===== config.mk =====
export PLATFORM = sky130hd
export DESIGN_NAME = simon_seq_ctrl
export DESIGN_NICKNAME = d
export VERILOG_FILES = /design/src/rtl/simon_seq_ctrl.sv
export SDC_FILE = /design/constraint.sdc
export NUM_CORES = 1
export LEC_CHECK = 0
export CAP_MARGIN = 5
export CORE_ASPECT_RATIO = 1.4
export CORE_UTILIZATION = 33
export CTS_BUF_LIST = sky130_fd_sc_hd__clkbuf_8 sky130_fd_sc_hd__clkbuf_16
export CTS_CLUSTER_DIAMETER = 40
export DETAILED_ROUTE_END_ITERATION = 6
export PLACE_DENSITY = 0.59
export SYNTH_ARGS = -nofsm -noshare
export SYNTH_HDL_FRONTEND = slang
export SYNTH_SLANG_ARGS = --single-unit

===== constraint.sdc =====
create_clock -name CLK -period 4.2 [get_ports CLK]
set_clock_uncertainty 0.15 [all_clocks]
set_input_delay 0.84 -clock CLK [delete_from_list [all_inputs] [get_ports CLK]]
set_output_delay 0.84 -clock CLK [all_outputs]
set_load 0.02 [all_outputs]

===== src/rtl/simon_seq_ctrl.sv =====
// rtl/simon_seq_ctrl.sv - memory-game sequence controller (grow, play back, check answers)
//
// Grows a random symbol sequence by one symbol per round, plays it back as
// on/off phases paced by TIMER_PULSE, then checks the player's answers. The
// game ends on a wrong answer, on TIMEOUT pulses without an answer, or when
// the sequence buffer is full (a win). It also tracks the score and the high
// score.
//
// Parameters:
//   SYM_W    symbol width (2^SYM_W colours)
//   DEPTH    maximum sequence length; filling it wins the game (>= 2)
//   TIMEOUT  TIMER_PULSEs allowed between answers (>= 1)
//   CNT_W    width of the length / score counters
//
// Ports:
//   CLK          clock, single domain
//   RST          synchronous active-high reset
//   START        level, sampled only while idle
//   RAND         random symbol, sampled when a symbol is appended
//   TIMER_PULSE  one-cycle tick pacing the display and the answer timeout
//   IN           encoded player answer, qualified by IN_VALID
//   IN_VALID     one-cycle strobe per answer (already synced/debounced)
//   OUT          symbol being shown
//   OUT_ENA      display/sound enable
//   WIN, LOSE    game result flags, held until the next START
//   HS           one-cycle new-high-score pulse
//   SCORE        rounds completed in the current or last game
//   HIGH_SCORE   best SCORE since reset
//   BUSY         high whenever the controller is not idle

module simon_seq_ctrl #(
    parameter int SYM_W   = 2,
    parameter int DEPTH   = 32,
    parameter int TIMEOUT = 8,
    parameter int CNT_W   = $clog2(DEPTH + 1)
) (
    input  logic             CLK,
    input  logic             RST,
    input  logic             START,
    input  logic [SYM_W-1:0] RAND,
    input  logic             TIMER_PULSE,
    input  logic [SYM_W-1:0] IN,
    input  logic             IN_VALID,
    output logic [SYM_W-1:0] OUT,
    output logic             OUT_ENA,
    output logic             WIN,
    output logic             LOSE,
    output logic             HS,
    output logic [CNT_W-1:0] SCORE,
    output logic [CNT_W-1:0] HIGH_SCORE,
    output logic             BUSY
);

    // Address width of the symbol store; CNT_W is always at least this wide.
    localparam int ADDR_W = (DEPTH > 1) ? $clog2(DEPTH) : 1;
    localparam int TMO_W  = $clog2(TIMEOUT + 1);

    localparam logic [CNT_W-1:0] DEPTH_C  = CNT_W'(DEPTH);
    localparam logic [CNT_W-1:0] CNT_ONE  = CNT_W'(1);
    localparam logic [CNT_W-1:0] CNT_ZERO = '0;
    localparam logic [TMO_W-1:0] TMO_ONE  = TMO_W'(1);
    localparam logic [TMO_W-1:0] TMO_LAST = TMO_W'(TIMEOUT - 1);

    typedef enum logic [2:0] {
        S_IDLE,
        S_ADD,
        S_SHOW_ON,
        S_SHOW_OFF,
        S_INPUT,
        S_WIN,
        S_LOSE,
        S_END
    } state_t;

    state_t state;

    // Symbol store: contents are only ever read below len, so no reset.
    logic [SYM_W-1:0] stack [DEPTH];

    logic [CNT_W-1:0] len;
    logic [CNT_W-1:0] idx;
    logic [TMO_W-1:0] tmo;

    logic             last_sym;
    logic [CNT_W-1:0] idx_inc;
    logic             stack_wr;
    logic             answer_ok;

    assign last_sym  = (idx == len - CNT_ONE);
    assign idx_inc   = idx + CNT_ONE;
    assign stack_wr  = (state == S_ADD) && (len != DEPTH_C);
    assign answer_ok = (IN == stack[idx[ADDR_W-1:0]]);
    assign BUSY      = (state != S_IDLE);

    always_ff @(posedge CLK) begin
        if (stack_wr) begin
            stack[len[ADDR_W-1:0]] <= RAND;
        end
    end

    always_ff @(posedge CLK) begin
        if (RST) begin
            state      <= S_IDLE;
            OUT        <= '1;
            OUT_ENA    <= 1'b0;
            WIN        <= 1'b0;
            LOSE       <= 1'b0;
            HS         <= 1'b0;
            SCORE      <= '0;
            HIGH_SCORE <= '0;
            len        <= '0;
            idx        <= '0;
            tmo        <= '0;
        end else begin
            HS <= 1'b0;

            case (state)
                S_IDLE: begin
                    idx <= '0;
                    if (START) begin
                        len   <= '0;
                        SCORE <= '0;
                        WIN   <= 1'b0;
                        LOSE  <= 1'b0;
                        state <= S_ADD;
                    end
                end

                S_ADD: begin
                    if (len == DEPTH_C) begin
                        state <= S_WIN;
                    end else begin
                        len     <= len + CNT_ONE;
                        idx     <= '0;
                        // On the first round the store is written this same
                        // cycle, so the first symbol comes straight from RAND.
                        OUT     <= (len == CNT_ZERO) ? RAND : stack[0];
                        OUT_ENA <= 1'b1;
                        state   <= S_SHOW_ON;
                    end
                end

                S_SHOW_ON: begin
                    if (TIMER_PULSE) begin
                        OUT_ENA <= 1'b0;
                        state   <= S_SHOW_OFF;
                    end
                end

                S_SHOW_OFF: begin
                    if (TIMER_PULSE) begin
                        if (last_sym) begin
                            idx   <= '0;
                            tmo   <= '0;
                            state <= S_INPUT;
                        end else begin
                            idx     <= idx_inc;
                            OUT     <= stack[idx_inc[ADDR_W-1:0]];
                            OUT_ENA <= 1'b1;
                            state   <= S_SHOW_ON;
                        end
                    end
                end

                S_INPUT: begin
                    // An answer wins over a coincident tick and restarts the
                    // timeout window.
                    if (IN_VALID) begin
                        if (answer_ok) begin
                            tmo <= '0;
                            if (last_sym) begin
                                SCORE <= SCORE + CNT_ONE;
                                state <= S_ADD;
                            end else begin
                                idx <= idx_inc;
                            end
                        end else begin
                            state <= S_LOSE;
                        end
                    end else if (TIMER_PULSE) begin
                        tmo <= tmo + TMO_ONE;
                        if (tmo == TMO_LAST) begin
                            state <= S_LOSE;
                        end
                    end
                end

                S_WIN: begin
                    WIN   <= 1'b1;
                    state <= S_END;
                end

                S_LOSE: begin
                    LOSE  <= 1'b1;
                    state <= S_END;
                end

                S_END: begin
                    // Ties do not count as a new high score.
                    if (SCORE > HIGH_SCORE) begin
                        HIGH_SCORE <= SCORE;
                        HS         <= 1'b1;
                    end
                    state <= S_IDLE;
                end

                default: begin
                    state <= S_IDLE;
                end
            endcase
        end
    end

endmodule


==> results.txt, run 1 <==
status - completed
FILL cells - 1651
FF-to-FF setup slack - 470 ps
clk buf depth - 2
clock share of power - 33.5%
io pins - 28
CTS tree - built
initial antenna violation count - 0
CTS H-tree lvls - 3
worst min path class - reg2reg
max-slew violation count - 0
maxcap violations - 0
vias in the first global route - 4206
NetSw - 680.7 uW
DR pass1 iterations - 5
Detail Route Antenna Nets - 0
final hold slack - 355.6 ps
sequential element share of the synthesized area - 49.16%
P_int - 1708 uW
fin cells - 727
P_leak - 0.002049 uW
share of cells above drive strength 1 - 13.74%
final setup TNS - 0 ps
largest net degree at the start of global routing - 34
mean area per synthesized cell - 11.37 um^2
CTS sink cnt - 106
Slew HR - 40.12%
post-synthesis async set-or-reset flop share - 0%
Worst-Skew Late Latency - 350 ps
PwrDens - 373.2 nW/um^2
combinational power share - 17.8%
DIE AREA - 17560 um^2
Post-synth EDFFs - 64
critical path arrival - 3860 ps
Post-synth top flop - edfxtp_1
Worst setup SP type - flip-flop
Peak VDD IR - 0.1810 mV
DR vias - 4120
final worst-path cycle share - 88.91%
Iteration-0 DRC Markers - 320
WL final - 14350 um
HPWL after DPL - 10610 um
overall power - 2388 uW
Data required, critical path - 4320 ps
CP Capture Type - flip-flop
Max Freq - 267.8 MHz
Post-Synthesis Cells - 494
post-synth cell types - 62
final setup fails - 0
Fin. Hold Viols - 0
Routed wire per std cell - 19.74 um
synth warn - 0
PortBufs - 27
Hold-fix buffers, CTS - 0
RSZ-0062 raised after global routing - no
post-synthesis cell area - 5619 um^2
syn_nets - 516
final worst path period need - 3734 ps
CTS Buf Count - 9
Slew @ Worst Pin - 891.4 ps
Remaining Overflow, GRT - 0
Seq pwr share - 48.7%
nets@finish - 541
drt via density - 5.667
starting density of the core - 33.70%
diode count - 0
post-CTS setup buffer count - 0
footprint of the multi-input gates - 2680 um^2
P&R area growth vs syn - 13.87%
core area - 16680 um^2
sw frac - 28.50%
Synth Register Bits - 106
Sequential Area - 2763 um^2
drc violations - 0
Tot GR Track Use - 17.20%
dpl cells - 711
clock slew seen by the registers of the worst setup and hold paths - 80 ps
Routability Congestion - 0.8648
post_cts resized - 0
chip width - 112.3 um
Root Buffer - clkbuf_16
final design utilization - 38.37%
std cell rows - 56
first-pass GRT wire length - 22900 um
crit path max fanout - 11
Setup Crit Path Kind - reg2reg
Die H - 156.4 um
-- final cells by class --
cell class,count,share of cell area [%]
Sequential cell,106,43.18
Multi-Input combinational cell,345,41.88
Timing Repair Buffer,38,5.514
Tap cell,203,3.969
Clock buffer,9,3.520
Inverter,19,1.115
Clock inverter,7,0.8213
-- critical path, cell delays in order (launching register included) --
cell and delay, ps:
dfxtp_1 700, buf_4 330, mux4_2 520, mux2i_1 200, a22oi_1 100, o211ai_1 240, xor2_1 280, o2111ai_1 460
or3_1 520, a21oi_1 150
-- routing by layer --
layer | up-vias | global-route usage [%] | wire (um)
met4 | 0 | 8.762 | 583
li1 | 1922 | - | -
met2 | 121 | 31.50 | 7633
met5 | - | 0 | 0
met1 | 2039 | 19.23 | 5530
met3 | 38 | 2.750 | 606
-- cell usage after synthesis (all sizes together), types with 4 or more instances --
cell type  count  share of area [%]
o21ai         13                1.2
o31ai          7               0.94
nand3         20                1.8
nand2         30                2.0
nand3b         5               0.67
and3           5               0.56
mux2           7                1.4
mux2i         23                4.1
a22oi          6               0.80
dfxtp         42                 15
a21oi         30                2.7
xor2           8                1.2
o21a           5               0.67
clkbuf        15                1.0
edfxtp        64                 34
nor2b          7               0.78
xnor2          9                1.4
o211ai         8                1.2
inv           18                1.2
nor3           8               0.71
ha            13                2.9
or3            8               0.98
mux4          28                 11
nor2          61                4.1
a31oi          4               0.45
buf            9               0.87
-- path summary, 6_finish.rpt --
check        startpoint       end  cells after the start
min reg2reg     OUT_ENA   OUT_ENA                      2
max reg2reg   flip-flop  SCORE[4]                      9
max           flip-flop  SCORE[4]                      9
min             OUT_ENA   OUT_ENA                      2
-- placed cells by master, fill, tap and decap left out, types with 4 or more instances in the layout --
cell             count
nand2_1             29
nand3b_1             5
o31ai_1              7
o211ai_1             7
or3_1                7
inv_1               18
o21a_1               5
and3_1               5
o21ai_0             12
clkdlybuf4s50_1     27
buf_4               11
mux2_2               6
a22oi_1              6
nor2b_1              7
mux2i_1             23
xnor2_1              9
nor2_1              60
xor2_1               8
a31oi_1              4
dfxtp_1             42
mux4_2              28
edfxtp_1            64
a21oi_1             30
nand3_1             20
clkbuf_16            9
ha_1                13
nor3_1               8
-- metrics by stage --
stage               worst slack (ps)  area, um^2
global placement               603.9        6121
CTS                            490.9        6399
finish                         465.7        6399
global route                   151.0        6399
floorplan                       1013        5619
detailed placement             525.5        6121
-- sequential cells by signal, indices dropped and copies added, names as in the netlist, 2 cells and up, named ones only --
name        flops
stack          64
HIGH_SCORE      6
SCORE           6
idx             6
OUT             2
state           3
len             6
tmo             4
-- cell families after synthesis --
family / synth area share, %
AO/OA/AOI/OAI: 10.62
XOR/XNOR: 2.650
multiplexers: 16.72
flip-flops: 49.17
AND/OR/NAND/NOR: 14.81
adder cells (fa/ha/maj): 2.895
buffers and inverters: 3.139
-- power groups by stage --
stage / clock [uW] / sequential (uW) / combinational (uW)
after floorplan: 0 / 1170 / 309
after global placement: 0 / 1190 / 419
after detailed placement: 0 / 1190 / 425
after CTS: 818 / 1160 / 427
after global routing: 852 / 1170 / 468
final: 799 / 1160 / 426
Note: power is estimated with default switching activity, not from simulation.
==> run 2, diff against run 1 <==
--- a/config.mk
+++ b/config.mk
@@ -7,11 +7,11 @@
 export LEC_CHECK = 0
 export CAP_MARGIN = 5
 export CORE_ASPECT_RATIO = 1.4
-export CORE_UTILIZATION = 33
+export CORE_UTILIZATION = 41
 export CTS_BUF_LIST = sky130_fd_sc_hd__clkbuf_8 sky130_fd_sc_hd__clkbuf_16
 export CTS_CLUSTER_DIAMETER = 40
 export DETAILED_ROUTE_END_ITERATION = 6
-export PLACE_DENSITY = 0.59
+export PLACE_DENSITY = 0.68
 export SYNTH_ARGS = -nofsm -noshare
 export SYNTH_HDL_FRONTEND = slang
 export SYNTH_SLANG_ARGS = --single-unit
==> run 2 against run 1 <==
  * Non-clock buffer count is 2 lower
  * Combinational power about the same
  * Largest power group unchanged
  * First-iteration DRC count decreased by 5.3%
  * Count of clock-buffer cells in the layout stayed put
  * Power is 1.0% higher
==> results.txt, run 2 (same netlist as run 1, synthesis figures left out) <==
Peak VDD IR - 0.2365 mV (+31%)
Hold-fix buffers, CTS - 0 (unchanged)
sw frac - 28.90% (+0.40 points)
reg2reg path depth - 10 (+1)
most frequent cells in the layout - 64 x edfxtp_1, 60 x nor2_1, 42 x dfxtp_1, 30 x a21oi_1, 29 x nand2_1
initial antenna violation count - 0 (unchanged)
drc violations - 0 (unchanged)
vias in the first global route - 4142 (-1.5%)
clk buf depth - 2 (unchanged)
final worst-path cycle share - 86.12% (-2.8 points)
Seq pwr share - 48.2% (-0.5 points)
CTS Buf Count - 9 (unchanged)
P_leak - 0.002050 uW (about the same)
RSZ-0062 raised after global routing - no
final setup TNS - 0 ps (unchanged)
Worst setup SP type - flip-flop
final setup fails - 0 (unchanged)
first-pass GRT wire length - 21270 um (-7.1%)
Remaining Overflow, GRT - 0 (unchanged)
Worst-Skew Late Latency - 360 ps (about the same)
FILL cells - 1245 (-25%)
combinational power share - 17.6% (-0.2 points)
overall power - 2413 uW (+1.0%)
critical path arrival - 3750 ps (-110 ps)
chip width - 100.9 um (-10%)
final hold slack - 335.1 ps (-20.45 ps)
largest net degree at the start of global routing - 34 (unchanged)
Tot GR Track Use - 19.76% (+2.6 points)
Setup crit end - SCORE[5]
Die H - 140.5 um (-10%)
CTS sink cnt - 106 (unchanged)
drt via density - 5.849 (+3.2%)
PwrDens - 379.1 nW/um^2 (+1.6%)
DIE AREA - 14180 um^2 (-19%)
status - completed
Data required, critical path - 4330 ps (about the same)
Hold Path Cell Cnt - 2 (unchanged)
Slew HR - 47.05% (+6.9 points)
final design utilization - 47.53% (+9.2 points)
CP Capture Type - flip-flop
post_cts resized - 0 (unchanged)
WL final - 13250 um (-7.7%)
std cell rows - 50 (-11%)
Iteration-0 DRC Markers - 303 (-5.3%)
Root Buffer - clkbuf_16
maxcap violations - 0 (unchanged)
commonest non-fill, non-tap cell in the layout - edfxtp_1
Routed wire per std cell - 18.82 um (-4.7%)
FF-to-FF setup slack - 580 ps (+120 ps)
Setup Crit Path Kind - reg2reg
worst min path class - reg2reg
P&R area growth vs syn - 13.25%
starting density of the core - 41.97% (+8.3 points)
Routability Congestion - 0.8964 (+3.7%)
CTS tree - built
P_int - 1715 uW (+0.45%)
io pins - 28 (unchanged)
Slew @ Worst Pin - 793.5 ps (-97.89 ps)
CTS H-tree lvls - 3 (unchanged)
clock share of power - 34.2% (+0.7 points)
HPWL after DPL - 9647 um (-9.1%)
Detail Route Antenna Nets - 0 (unchanged)
post-CTS setup buffer count - 0 (unchanged)
nets@finish - 539 (-0.37%)
share of cells above drive strength 1 - 13.22% (-0.52 points)
max reg flops - 64 (unchanged)
Crit Reg-Reg Endpoint - SCORE[5]
crit path max fanout - 13 (+2)
DR pass1 iterations - 5 (unchanged)
clock slew seen by the registers of the worst setup and hold paths - 70 ps (about the same)
DR vias - 4118 (-0.049%)
max-slew violation count - 0 (unchanged)
final worst path period need - 3617 ps (-117.3 ps)
Fin. Hold Viols - 0 (unchanged)
NetSw - 697.2 uW (+2.4%)
Max Freq - 276.5 MHz (+3.2%)
core area - 13390 um^2 (-20%)
PortBufs - 27 (unchanged)
diode count - 0 (unchanged)
==> run 2: cell type report <==
type	instances	area, um^2	area share (%)
multi-input combinational	345	2680	42.12
inverter	19	71.32	1.121
clock buffer	9	225.2	3.539
timing repair buffer	36	337.8	5.309
tap	182	227.7	3.578
sequential	106	2763	43.41
clock inverter	7	58.81	0.9241
==> run 2: worst min path at each step <==
| stage | from | end |
|---|---|---|
| finish | OUT_ENA | OUT_ENA |
| CTS | OUT_ENA | OUT_ENA |
| floorplan | tmo[1] | tmo[1] |
| global placement | tmo[1] | tmo[1] |
| detailed placement | OUT_ENA | OUT_ENA |
| global route | tmo[1] | tmo[1] |
==> run 2: worst max-delay path: stages, from the launching register on <==
cell	delay (ps)
dfxtp_1	430
buf_4	280
buf_4	260
mux4_2	510
mux2i_1	150
a22oi_1	110
o211ai_1	290
xor2_1	290
o2111ai_1	440
or3_1	480
a21oi_1	140
==> run 2: metal layers <==
metal / GRT usage, % / vias to the layer above / share of wire [%] / wire length, um
li1: - / 1912 / - / -
met1: 22.93 / 2013 / 39 / 5108
met2: 33.96 / 152 / 52 / 6832
met3: 2.595 / 41 / 5.1 / 673
met4: 12.66 / 0 / 4.8 / 638
met5: 0 / - / 0 / 0
==> run 2: power groups by stage <==
stage	sequential (uW)	clock [uW]	combinational (uW)
floorplan	1170	0	309
global placement	1180	0	413
detailed placement	1190	0	419
CTS	1160	834	422
global route	1170	872	457
finish	1160	826	425
==> run 2: stage by stage <==
step | instances | instance area, um^2 | worst slack (ps)
after floorplan | 494 | 5619 | 1013
after global placement | 688 | 6080 | 745.5
after detailed placement | 688 | 6080 | 641.2
after CTS | 704 | 6364 | 608.4
after global routing | 704 | 6364 | 325.2
final | 704 | 6364 | 583.0
